`src/rtl/alu_pkg.sv`:
```
// Shared types for the execute-stage ALU: control codes, decode constants,
// FSM states and the ALUOp/funct decoder.
package alu_pkg;

   typedef enum logic [3:0] {
      CTL_AND  = 4'd0,
      CTL_OR   = 4'd1,
      CTL_ADD  = 4'd2,
      CTL_SUB  = 4'd6,
      CTL_SLT  = 4'd7,
      CTL_SLTU = 4'd8,
      CTL_XOR  = 4'd9,
      CTL_SLL  = 4'd10,
      CTL_SRL  = 4'd11,
      CTL_SRA  = 4'd12,
      CTL_MUL  = 4'd13,
      CTL_ILL  = 4'd15
   } alu_ctl_e;

   typedef enum logic [1:0] {
      ST_IDLE = 2'd0,
      ST_MUL  = 2'd1,
      ST_HOLD = 2'd2
   } alu_state_e;

   localparam logic [1:0] ALUOP_ADD   = 2'b00;
   localparam logic [1:0] ALUOP_SUB   = 2'b01;
   localparam logic [1:0] ALUOP_RTYPE = 2'b10;
   localparam logic [1:0] ALUOP_ITYPE = 2'b11;

   localparam logic [2:0] F3_ADD  = 3'b000;
   localparam logic [2:0] F3_SLL  = 3'b001;
   localparam logic [2:0] F3_SLT  = 3'b010;
   localparam logic [2:0] F3_SLTU = 3'b011;
   localparam logic [2:0] F3_XOR  = 3'b100;
   localparam logic [2:0] F3_SR   = 3'b101;
   localparam logic [2:0] F3_OR   = 3'b110;
   localparam logic [2:0] F3_AND  = 3'b111;

   localparam logic [6:0] F7_BASE   = 7'b0000000;
   localparam logic [6:0] F7_ALT    = 7'b0100000;
   localparam logic [6:0] F7_MULDIV = 7'b0000001;

   function automatic alu_ctl_e alu_decode(input logic [1:0] op, input logic [2:0] f3,
                                           input logic [6:0] f7, input logic mul_en);
      alu_ctl_e ctl;
      ctl = CTL_ILL;
      case (op)
         ALUOP_ADD: ctl = CTL_ADD;
         ALUOP_SUB: ctl = CTL_SUB;
         ALUOP_RTYPE: begin
            if (f7 == F7_BASE) begin
               case (f3)
                  F3_ADD:  ctl = CTL_ADD;
                  F3_SLL:  ctl = CTL_SLL;
                  F3_SLT:  ctl = CTL_SLT;
                  F3_SLTU: ctl = CTL_SLTU;
                  F3_XOR:  ctl = CTL_XOR;
                  F3_SR:   ctl = CTL_SRL;
                  F3_OR:   ctl = CTL_OR;
                  default: ctl = CTL_AND;
               endcase
            end else if (f7 == F7_ALT) begin
               if (f3 == F3_ADD)
                  ctl = CTL_SUB;
               else if (f3 == F3_SR)
                  ctl = CTL_SRA;
            end else if (f7 == F7_MULDIV && f3 == F3_ADD && mul_en) begin
               ctl = CTL_MUL;
            end
         end
         default: begin
            // I-type: funct7 only qualifies the shifts; there is no SUBI
            case (f3)
               F3_ADD:  ctl = CTL_ADD;
               F3_SLT:  ctl = CTL_SLT;
               F3_SLTU: ctl = CTL_SLTU;
               F3_XOR:  ctl = CTL_XOR;
               F3_OR:   ctl = CTL_OR;
               F3_AND:  ctl = CTL_AND;
               F3_SLL:  ctl = (f7 == F7_BASE) ? CTL_SLL : CTL_ILL;
               default: ctl = (f7 == F7_BASE) ? CTL_SRL :
                              (f7 == F7_ALT)  ? CTL_SRA : CTL_ILL;
            endcase
         end
      endcase
      return ctl;
   endfunction

endpackage

```
`src/rtl/alu_exec_stage_mul.sv`:
```
// Iterative shift-add multiplier retiring MUL_STEP multiplier bits per cycle;
// product holds the low XLEN bits and is valid in the cycle done is high.
module alu_iter_mul
   import alu_pkg::*;
#(
   parameter int XLEN     = 32,
   parameter int MUL_STEP = 1
) (
   input  logic            clk,
   input  logic            rst_n,
   input  logic            start,
   input  logic            abort,
   input  logic [XLEN-1:0] a,
   input  logic [XLEN-1:0] b,
   output logic            done,
   output logic [XLEN-1:0] product
);

   localparam int STEPS = XLEN / MUL_STEP;
   localparam int CNT_W = $clog2(STEPS + 1);

   logic [CNT_W-1:0] r_cnt;
   logic [XLEN-1:0]  r_acc;
   logic [XLEN-1:0]  r_mcand;
   logic [XLEN-1:0]  r_mplier;
   logic [XLEN-1:0]  w_acc_nxt;

   always_comb begin
      w_acc_nxt = r_acc;
      for (int j = 0; j < MUL_STEP; j++) begin
         if (r_mplier[j])
            w_acc_nxt = w_acc_nxt + (r_mcand << j);
      end
   end

   always_ff @(posedge clk or negedge rst_n) begin
      if (!rst_n)
         r_cnt <= '0;
      else if (abort)
         r_cnt <= '0;
      else if (start)
         r_cnt <= CNT_W'(STEPS);
      else if (r_cnt != '0)
         r_cnt <= r_cnt - 1'b1;
   end

   // Datapath needs no reset; it is fully loaded on start
   always_ff @(posedge clk) begin
      if (start) begin
         r_acc    <= '0;
         r_mcand  <= a;
         r_mplier <= b;
      end else if (r_cnt != '0) begin
         r_acc    <= w_acc_nxt;
         r_mcand  <= r_mcand << MUL_STEP;
         r_mplier <= r_mplier >> MUL_STEP;
      end
   end

   // Once all multiplier bits are shifted out w_acc_nxt equals r_acc,
   // so the product stays stable after completion.
   assign done    = (r_cnt == CNT_W'(1));
   assign product = w_acc_nxt;

endmodule

```
`src/rtl/alu_exec_stage.sv`:
```
// Execute-stage ALU: decodes ALUOp/funct3/funct7, computes single-cycle ops or
// an iterative MUL, and registers the result behind a valid/ready handshake.
module alu_exec_stage
   import alu_pkg::*;
#(
   parameter int XLEN     = 32,
   parameter int MUL_EN   = 1,
   parameter int MUL_STEP = 1
) (
   input  logic            clk,
   input  logic            rst_n,
   input  logic            in_valid,
   output logic            in_ready,
   input  logic [1:0]      alu_op,
   input  logic [2:0]      funct3,
   input  logic [6:0]      funct7,
   input  logic [XLEN-1:0] op_a,
   input  logic [XLEN-1:0] op_b,
   input  logic            flush,
   output logic            out_valid,
   input  logic            out_ready,
   output logic [XLEN-1:0] result,
   output logic            zero,
   output logic            illegal
);

   localparam int SHW = $clog2(XLEN);

   alu_ctl_e               w_ctl;
   alu_state_e             r_state;
   logic signed [XLEN-1:0] w_a_s;
   logic signed [XLEN-1:0] w_b_s;
   logic [SHW-1:0]         w_shamt;
   logic [XLEN-1:0]        w_alu_res;
   logic [XLEN-1:0]        w_mul_prod;
   logic                   w_mul_done;
   logic                   w_out_free;
   logic                   w_accept;
   logic                   w_mul_start;
   logic                   r_vld_p1;
   logic [XLEN-1:0]        r_result_p1;
   logic                   r_zero_p1;
   logic                   r_illegal_p1;

   assign w_ctl       = alu_decode(alu_op, funct3, funct7, MUL_EN != 0);
   assign w_a_s       = op_a;
   assign w_b_s       = op_b;
   assign w_shamt     = op_b[SHW-1:0];
   assign w_out_free  = !r_vld_p1 || out_ready;
   assign in_ready    = rst_n && (r_state == ST_IDLE) && !flush && w_out_free;
   assign w_accept    = in_valid && in_ready;
   assign w_mul_start = w_accept && (w_ctl == CTL_MUL);

   always_comb begin
      w_alu_res = '0;
      case (w_ctl)
         CTL_AND:  w_alu_res = op_a & op_b;
         CTL_OR:   w_alu_res = op_a | op_b;
         CTL_XOR:  w_alu_res = op_a ^ op_b;
         CTL_ADD:  w_alu_res = op_a + op_b;
         CTL_SUB:  w_alu_res = op_a - op_b;
         CTL_SLT:  w_alu_res = {{(XLEN-1){1'b0}}, (w_a_s < w_b_s)};
         CTL_SLTU: w_alu_res = {{(XLEN-1){1'b0}}, (op_a < op_b)};
         CTL_SLL:  w_alu_res = op_a << w_shamt;
         CTL_SRL:  w_alu_res = op_a >> w_shamt;
         CTL_SRA:  w_alu_res = w_a_s >>> w_shamt;
         default:  w_alu_res = '0;
      endcase
   end

   alu_iter_mul #(
      .XLEN     (XLEN),
      .MUL_STEP (MUL_STEP)
   ) u_mul (
      .clk     (clk),
      .rst_n   (rst_n),
      .start   (w_mul_start),
      .abort   (flush),
      .a       (op_a),
      .b       (op_b),
      .done    (w_mul_done),
      .product (w_mul_prod)
   );

   // ---- Output register stage (p1) ----
   always_ff @(posedge clk or negedge rst_n) begin
      if (!rst_n) begin
         r_state      <= ST_IDLE;
         r_vld_p1     <= 1'b0;
         r_result_p1  <= '0;
         r_zero_p1    <= 1'b0;
         r_illegal_p1 <= 1'b0;
      end else if (flush) begin
         r_state  <= ST_IDLE;
         r_vld_p1 <= 1'b0;
      end else begin
         case (r_state)
            ST_IDLE: begin
               if (w_accept && w_ctl == CTL_MUL) begin
                  r_state  <= ST_MUL;
                  r_vld_p1 <= 1'b0;
               end else if (w_accept) begin
                  r_vld_p1     <= 1'b1;
                  r_result_p1  <= w_alu_res;
                  r_zero_p1    <= (w_alu_res == '0);
                  r_illegal_p1 <= (w_ctl == CTL_ILL);
               end else if (out_ready) begin
                  r_vld_p1 <= 1'b0;
               end
            end
            ST_MUL: begin
               if (w_mul_done && w_out_free) begin
                  r_state      <= ST_IDLE;
                  r_vld_p1     <= 1'b1;
                  r_result_p1  <= w_mul_prod;
                  r_zero_p1    <= (w_mul_prod == '0);
                  r_illegal_p1 <= 1'b0;
               end else if (w_mul_done) begin
                  // Output still occupied: park the product in the multiplier
                  r_state <= ST_HOLD;
               end else if (out_ready) begin
                  r_vld_p1 <= 1'b0;
               end
            end
            ST_HOLD: begin
               if (out_ready) begin
                  r_state      <= ST_IDLE;
                  r_vld_p1     <= 1'b1;
                  r_result_p1  <= w_mul_prod;
                  r_zero_p1    <= (w_mul_prod == '0);
                  r_illegal_p1 <= 1'b0;
               end
            end
            default: r_state <= ST_IDLE;
         endcase
      end
   end

   assign out_valid = r_vld_p1;
   assign result    = r_result_p1;
   assign zero      = r_zero_p1;
   assign illegal   = r_illegal_p1;

endmodule

```
`config.mk`:
```
export PLATFORM = sky130hd
export DESIGN_NAME = alu_exec_stage
export DESIGN_NICKNAME = d
export VERILOG_FILES = /design/src/rtl/alu_pkg.sv /design/src/rtl/alu_exec_stage_mul.sv /design/src/rtl/alu_exec_stage.sv
export SDC_FILE = /design/constraint.sdc
export NUM_CORES = 1
export LEC_CHECK = 0
export CORE_MARGIN = 8
export CORE_UTILIZATION = 45
export CTS_CLUSTER_DIAMETER = 150
export DETAILED_ROUTE_END_ITERATION = 10
export PLACE_DENSITY = 0.75
export SKIP_LAST_GASP = 1
export SYNTH_ARGS = -nofsm -noshare
export SYNTH_HDL_FRONTEND = slang
export SYNTH_SLANG_ARGS = --single-unit
```
`constraint.sdc`:
```
create_clock -name clk -period 6.7 [get_ports clk]
set_input_delay 2.01 -clock clk [delete_from_list [all_inputs] [get_ports clk]]
set_output_delay 2.01 -clock clk [all_outputs]
set_load 0.02 [all_outputs]
```
=== Word level (Yosys, flattened, before mapping) ===
Index checks and enable logic that the tools add are counted.

* $add $sub $neg: 4
* Order comparisons: 2
* Equality and inequality tests: 33
* Shift operators: 3
* Mux-type cells: 49
* Bitwise operators: 4
* Reductions and logical operators: 25

{| class="wikitable"
|+ Operators with widths
! cell !! count
|-
| 32-bit case mux with 10 select lines || 1
|-
| 32-bit two-way mux || 9
|-
| 32-bit case mux with 3 select lines || 1
|-
| 32-bit adder || 2
|-
| 32-bit zero test || 2
|-
| 32-bit less-than comparator || 2
|-
| 4-bit case mux with 7 select lines || 2
|-
| 32-bit AND || 1
|-
| 32-bit bitwise OR || 1
|-
| 32-bit by 5-bit left shift with 32-bit output || 1
|-
| 32-bit by 5-bit >> shifter with 32-bit output || 1
|-
| 32-bit by 5-bit >>> shifter with 32-bit output || 1
|-
| 32-bit subtractor || 1
|-
| 32-bit bitwise XOR || 1
|-
| 4-bit == test, second input constant || 7
|-
| 6-bit two-way mux || 3
|-
| 2-bit two-way mux || 8
|-
| 1-bit two-way mux || 15
|-
| 3-bit == test, second input constant || 4
|-
| 4-bit two-way mux || 3
|-
| 4-bit case mux with 3 select lines || 1
|-
| 1-bit case mux with 3 select lines || 3
|-
| 4-bit by 3-bit == test with 1-bit output, second input constant || 2
|-
| 2-bit inequality test, second input constant || 4
|-
| 29 further kinds || 44
|}

* Flip-flop bits (word level): 139
* Bits of input ports: 81
* Output and inout bits: 36
* Word-level logic and storage cells: 129

=== Longest topological paths before layout ===
* Depth in word-level cells: 12
* Gate-level depth with buffers: 20

=== Hierarchy ===
From an unflattened synthesis, not the netlist that was laid out.

* Cells, all modules: 2242
* Area total of the unflattened synthesis: 17923.4 um^2

{| class="wikitable"
|+ Modules (own cells, without submodules)
! module !! instances !! cells each !! area each (um^2)
|-
| alu_exec_stage || 1 || 1647 || 11741.3
|-
| alu_iter_mul || 1 || 595 || 6182.2
|}

=== Least setup slack after synthesis ===
Ideal clock, no wire load.

* Path type: input to register
* Start: in op_b[3]
* End: reg r_zero_p1 (netlist: zero)
* Setup time: 0.077 ns
* Data arrival time: 6.361 ns
* Required time: 6.623 ns
* Path slack: 0.262 ns
* Stages on the path: 19
* Cells stage by stage: clkbuf_1 -> inv_1 -> clkbuf_1 -> buf_1 -> buf_2 -> buf_1 -> ha_1 -> clkbuf_1 -> a2111oi_2 -> o211a_1 -> o31ai_2 -> o21ba_2 -> o2bb2ai_1 -> o22a_1 -> nor4_1 -> or4b_1 -> nor4_1 -> nand4_1 -> o21ai_1

* Longest elaborated chain between the ends: 6
* Elaborated cells on any way between the ends: 15

{| class="wikitable"
|+ Ends and longest elaborated chain
! element !! RTL line !! source
|-
| start, declared || alu_exec_stage.sv:18 || <nowiki>input logic [XLEN-1:0] op_b,</nowiki>
|-
| 32-bit subtractor (tied with other cells) || alu_exec_stage.sv:61 || <nowiki>CTL_SUB: w_alu_res = op_a - op_b;</nowiki>
|-
| 32-bit case mux with 10 select lines (*) || alu_exec_stage.sv:56 || <nowiki>case (w_ctl)</nowiki>
|-
| 32-bit zero test (*) || alu_exec_stage.sv:105 || <nowiki>r_zero_p1 <= (w_alu_res == '0);</nowiki>
|-
| 1-bit two-way mux (*) || alu_exec_stage.sv:102 || <nowiki>end else if (w_accept) begin</nowiki>
|-
| 1-bit two-way mux (*) || alu_exec_stage.sv:99 || <nowiki>if (w_accept && w_ctl == CTL_MUL) begin</nowiki>
|-
| 1-bit case mux with 3 select lines (*) || alu_exec_stage.sv:97 || <nowiki>case (r_state)</nowiki>
|-
| end signal, assigned || alu_exec_stage.sv:105 ||
|-
| end signal, assigned || alu_exec_stage.sv:116 || <nowiki>r_zero_p1 <= (w_mul_prod == '0);</nowiki>
|-
| end signal, assigned || alu_exec_stage.sv:130 || <nowiki>r_zero_p1 <= (w_mul_prod == '0);</nowiki>
|-
| end, declared || alu_exec_stage.sv:42 || <nowiki>logic r_zero_p1;</nowiki>
|}

Every way passes the cells marked *; elsewhere a longest branch is shown, timed or not. The select of a mux whose other input is x is not followed.
A chain may end at the register's enable or synchronous reset.

=== Worst setup path after layout ===
* Start: in op_a[1]
* End: reg r_zero_p1 (netlist: zero)

* Longest elaborated chain between the ends: 6
* Elaborated cells on any way between the ends: 15

{| class="wikitable"
|+ Ends and longest elaborated chain
! element !! RTL line !! source
|-
| start, declared || alu_exec_stage.sv:17 || <nowiki>input logic [XLEN-1:0] op_a,</nowiki>
|-
| 32-bit subtractor (tied with other cells) || alu_exec_stage.sv:61 ||
|-
| 32-bit case mux with 10 select lines (*) || alu_exec_stage.sv:56 ||
|-
| 32-bit zero test (*) || alu_exec_stage.sv:105 ||
|-
| 1-bit two-way mux (*) || alu_exec_stage.sv:102 ||
|-
| 1-bit two-way mux (*) || alu_exec_stage.sv:99 ||
|-
| 1-bit case mux with 3 select lines (*) || alu_exec_stage.sv:97 ||
|}

Marks and branches as above.

==> summary.md <==
| Metric | Value |
|---|---|
| Status | completed |
| Die area | 45700 um2 |
| Die Ht | roughly 210 um |
| GP Congestion | about 1.0 |
| First-pass GRT wire length | about 120000 um |
| Worst Hold End | result[29]$_DFFE_PN0P_ |
| Register area share after synthesis | between 20% and 30% |
| CTS root buf | clkbuf_16 |
| R2R Path End | zero$_DFFE_PN0P_ |
| Antenna Diode Count | 0 |
| HP Start | result[29]$_DFFE_PN0P_ |
| Max clock buf depth | 2 |
| Async SR Flop Fraction | 30.9% |
| RR Startpoint | u_mul.r_mcand[0]$_SDFFCE_PN0P_ |
| Maxcap violations | 0 |
| Pleak | 8.53 nW |
| Tmin final | 6.26 ns |
| H-tree depth | 4 |
| CP endpoint kind | register |
| Total gr overflow | 0 |
| Peak Freq | 160 MHz |
| Register bit total from synthesis | 139 |
| Main combinational cell family by area after synthesis | compound AO/OA/AOI/OAI gates |
| IO Count | 117 |
| Number of global-route vias before repair | 18791 |
| Die width | 214 um |
| Port Buf Inserts | 116 |
| Reg clk slew, reported paths | 0.06 ns |
| GRT Util Overall | 34.2% |
| Post-CTS sizing | 0 |
| Drt drc | 0 |
| Synth unique cells | 102 |
| Worst-Margin Slew | 1.23 ns |
| WL per Instance | 27.1 um |
| Synth Area in Compound Gates | 28.7% |
| Share of cells above drive strength 1 | 12.4% |
| Vias per Instance | 6.63 |
| Pin count of the biggest net entering global routing | 66 |
| Initial Util | 45.6% |
| Mux share of post-synthesis cell area | 11.5% |
| Post-Synth Adder-Cell Area | 10.5% |
| Post-synth EDFFs | 64 |
| Unrepaired setup endpoints after global routing | false |
| Critical Path Fanout Max | 5 |
| Post-route ant nets | 0 |
| Period utilisation layout | roughly 93% |
| Top cell type's share of synthesized area | 10.9% |
| # rows | 72 |
| Normalized max-slew margin | 17.6% |
| Hold depth | 2 |
| Initial detailed-routing violation count | 2438 |
| Startpoint types | input pin |
| Xor/xnor cell area share of the yosys netlist | 2.29% |
| Total power | 7.07 mW |
| Yosys warns | 0 |
| Worst min path class | register to register |
| Crit path arrival time | 6.63 ns |
| Leading area contributor after synthesis | edfxtp_1 |
| Num CTS Buffers | 17 |
| Final core occ | 52.8% |
| Clock latency on the worst-skew pair | 0.45 ns |
| Post-layout nets | about 2600 |
| CTS tree | built |
| Final setup vio count | 0 |
| Post-CTS setup buffer count | 0 |
| Final hold violation count | 0 |
| DR pass1 iterations | 6 |
| Post-Synthesis Cells | 2272 |
| # clock sinks | 139 |
| Setup WS post-layout | around 0.44 ns |
| Mapped Area | around 18000 um2 |
| Final WL | 79000 um |
| Synth area leaders | edfxtp_1, ha_1, dfrtp_1, nand2_1, o21ai_0 |
| Final setup TNS | 0 ns |
| Pwr/cell area | about 350 nW/um2 |
| Place WS | about 0.081 ns |
| Mean Syn Cell Area | ~7.8 um2 |
| R2R Setup Slk | 2.28 ns |
| Final Slew Violations | 0 |
| Reg2reg path depth | 16 |
| Via count of the routed design | 19378 |
| Initial antenna violation count | 3 |
| Core Box Area | 38600 um2 |
| Critical path required time | 7.07 ns |
| CP Class | input pin to register |
| Hold_buf cts | 0 |
| Synth Flop Type | edfxtp_1 |
| Final Skew | 0.0196 ns |
| Post-synthesis to final-layout area growth | 15.9% |
| Final HPWL from detailed placement | 63200 um |
| Worst VDD drop | 0.222 mV |
| Post-Synth Simple-Gate Area | approximately a fifth |
| Syn_nets | around 2500 |
==> power breakdown <==
part	internal (mW)	switching [mW]	total, mW	leakage [nW]
combinational	1.71	2.68	4.39	6.76
sequential	1.43	0.259	1.69	1.49
clock	0.590	0.404	0.994	0.278
total	3.73	3.34	7.07	8.53
==> critical path, stage by stage <==
cell and delay [ns]:
clkdlybuf4s50_1 0.52, inv_1 0.10, ha_1 0.33, or2_2 0.35, a2111oi_2 0.60, o211a_1 0.27, o31ai_2 0.17, o21ba_2 0.26
o2bb2ai_1 0.12, o22a_1 0.19, nor4_1 0.50, or4b_1 0.48, nor4_1 0.33, buf_4 0.18, nand4_1 0.08, o21ai_1 0.15
==> synthesized netlist by cell type, types with 32 or more instances <==
cell type  number
o21ai_0       195
mux4_2         32
nand4_1        33
clkbuf_1       99
xnor2_1        33
dfrtp_1        43
dfxtp_1        32
a21oi_1       155
edfxtp_1       64
mux2i_1        79
ha_1          143
inv_1         114
nand3_1        45
nor3_1         60
o211ai_1       35
nor2_1        193
a211oi_1       68
nand2_1       277
mux2_2         44
==> cell usage in the layout (no fill, tap or decap), types with 8 or more instances in the layout <==
cell type / instances
nand2_1: 276
o21ai_0: 195
nor2_1: 193
a21oi_1: 154
ha_1: 143
buf_4: 133
inv_1: 114
clkdlybuf4s50_1: 110
mux2i_1: 79
a211oi_1: 68
edfxtp_1: 64
nor3_1: 59
nand3_1: 45
mux2_2: 44
dfrtp_1: 43
o211ai_1: 35
nand4_1: 33
xnor2_1: 33
mux4_2: 32
dfxtp_1: 32
a21o_1: 31
nor2b_1: 28
o22ai_1: 27
a31oi_1: 23
nor4_1: 19
nand2b_1: 17
o21a_1: 17
clkbuf_16: 17
or3_1: 16
o31ai_1: 15
o21bai_1: 15
and2_1: 14
xor2_1: 13
a2111oi_0: 13
a22oi_1: 13
or2_2: 10
a21boi_0: 10
o2111ai_1: 9
and3_1: 8
a221o_1: 8
==> logic make-up (layout without fill, tap and decap cells) <==
| kind of cell | after synthesis | count (layout) |
|---|---|---|
| AOI/OAI and AO/OA | 756 | 756 |
| xor gates and xnor gates | 46 | 46 |
| adders and majority gates | 146 | 146 |
| buffers and inverters | 270 | 401 |
| DFF | 139 | 139 |
| muxes | 156 | 156 |
| and+or+nand+nor | 759 | 759 |
==> layer usage <==
layer	track usage (%)	vias to the layer above	routed length, um
met5	0	-	27
li1	-	8693	-
met3	6.58	181	8440
met2	53.4	1173	35200
met4	13.2	4	3150
met1	46.3	9327	32300
==> worst max path at each step <==
stage	depth (start not counted)	to	startpoint
detailed placement	16	zero$_DFFE_PN0P_	op_a[1]
floorplan	19	zero$_DFFE_PN0P_	op_b[3]
CTS	16	zero$_DFFE_PN0P_	op_a[1]
global route	16	zero$_DFFE_PN0P_	op_a[1]
finish	16	zero$_DFFE_PN0P_	op_a[1]
global placement	17	zero$_DFFE_PN0P_	op_a[4]
==> through the flow <==
stage                     hold WS, ns  cell area [um2]  instances
after floorplan                 0.449            17600       2272
after global routing            0.502            20400       2921
after CTS                       0.481            20400       2921
after detailed placement        0.468            19800       2889
final                           0.473            20400       2921
after global placement          0.461            19800       2889
==> state kept, by name (all words and copies together), names as in the netlist <==
signal / cells
result: 32
u_mul.r_acc: 32
u_mul.r_mcand: 32
u_mul.r_mplier: 32
u_mul.r_cnt: 6
r_state: 2
illegal: 1
out_valid: 1
zero: 1
==> cell type report <==
type                    instances  area, um2
fillers                      3725      18200
multi-input cells            1863      12900
flip-flops and latches        139       3640
repair buffers                253       2220
well taps                     518        648
clock buffers                  20        437
inverters                     116        435
clock inverters                12        164
No activity file was read; power rests on OpenSTA's default activity.
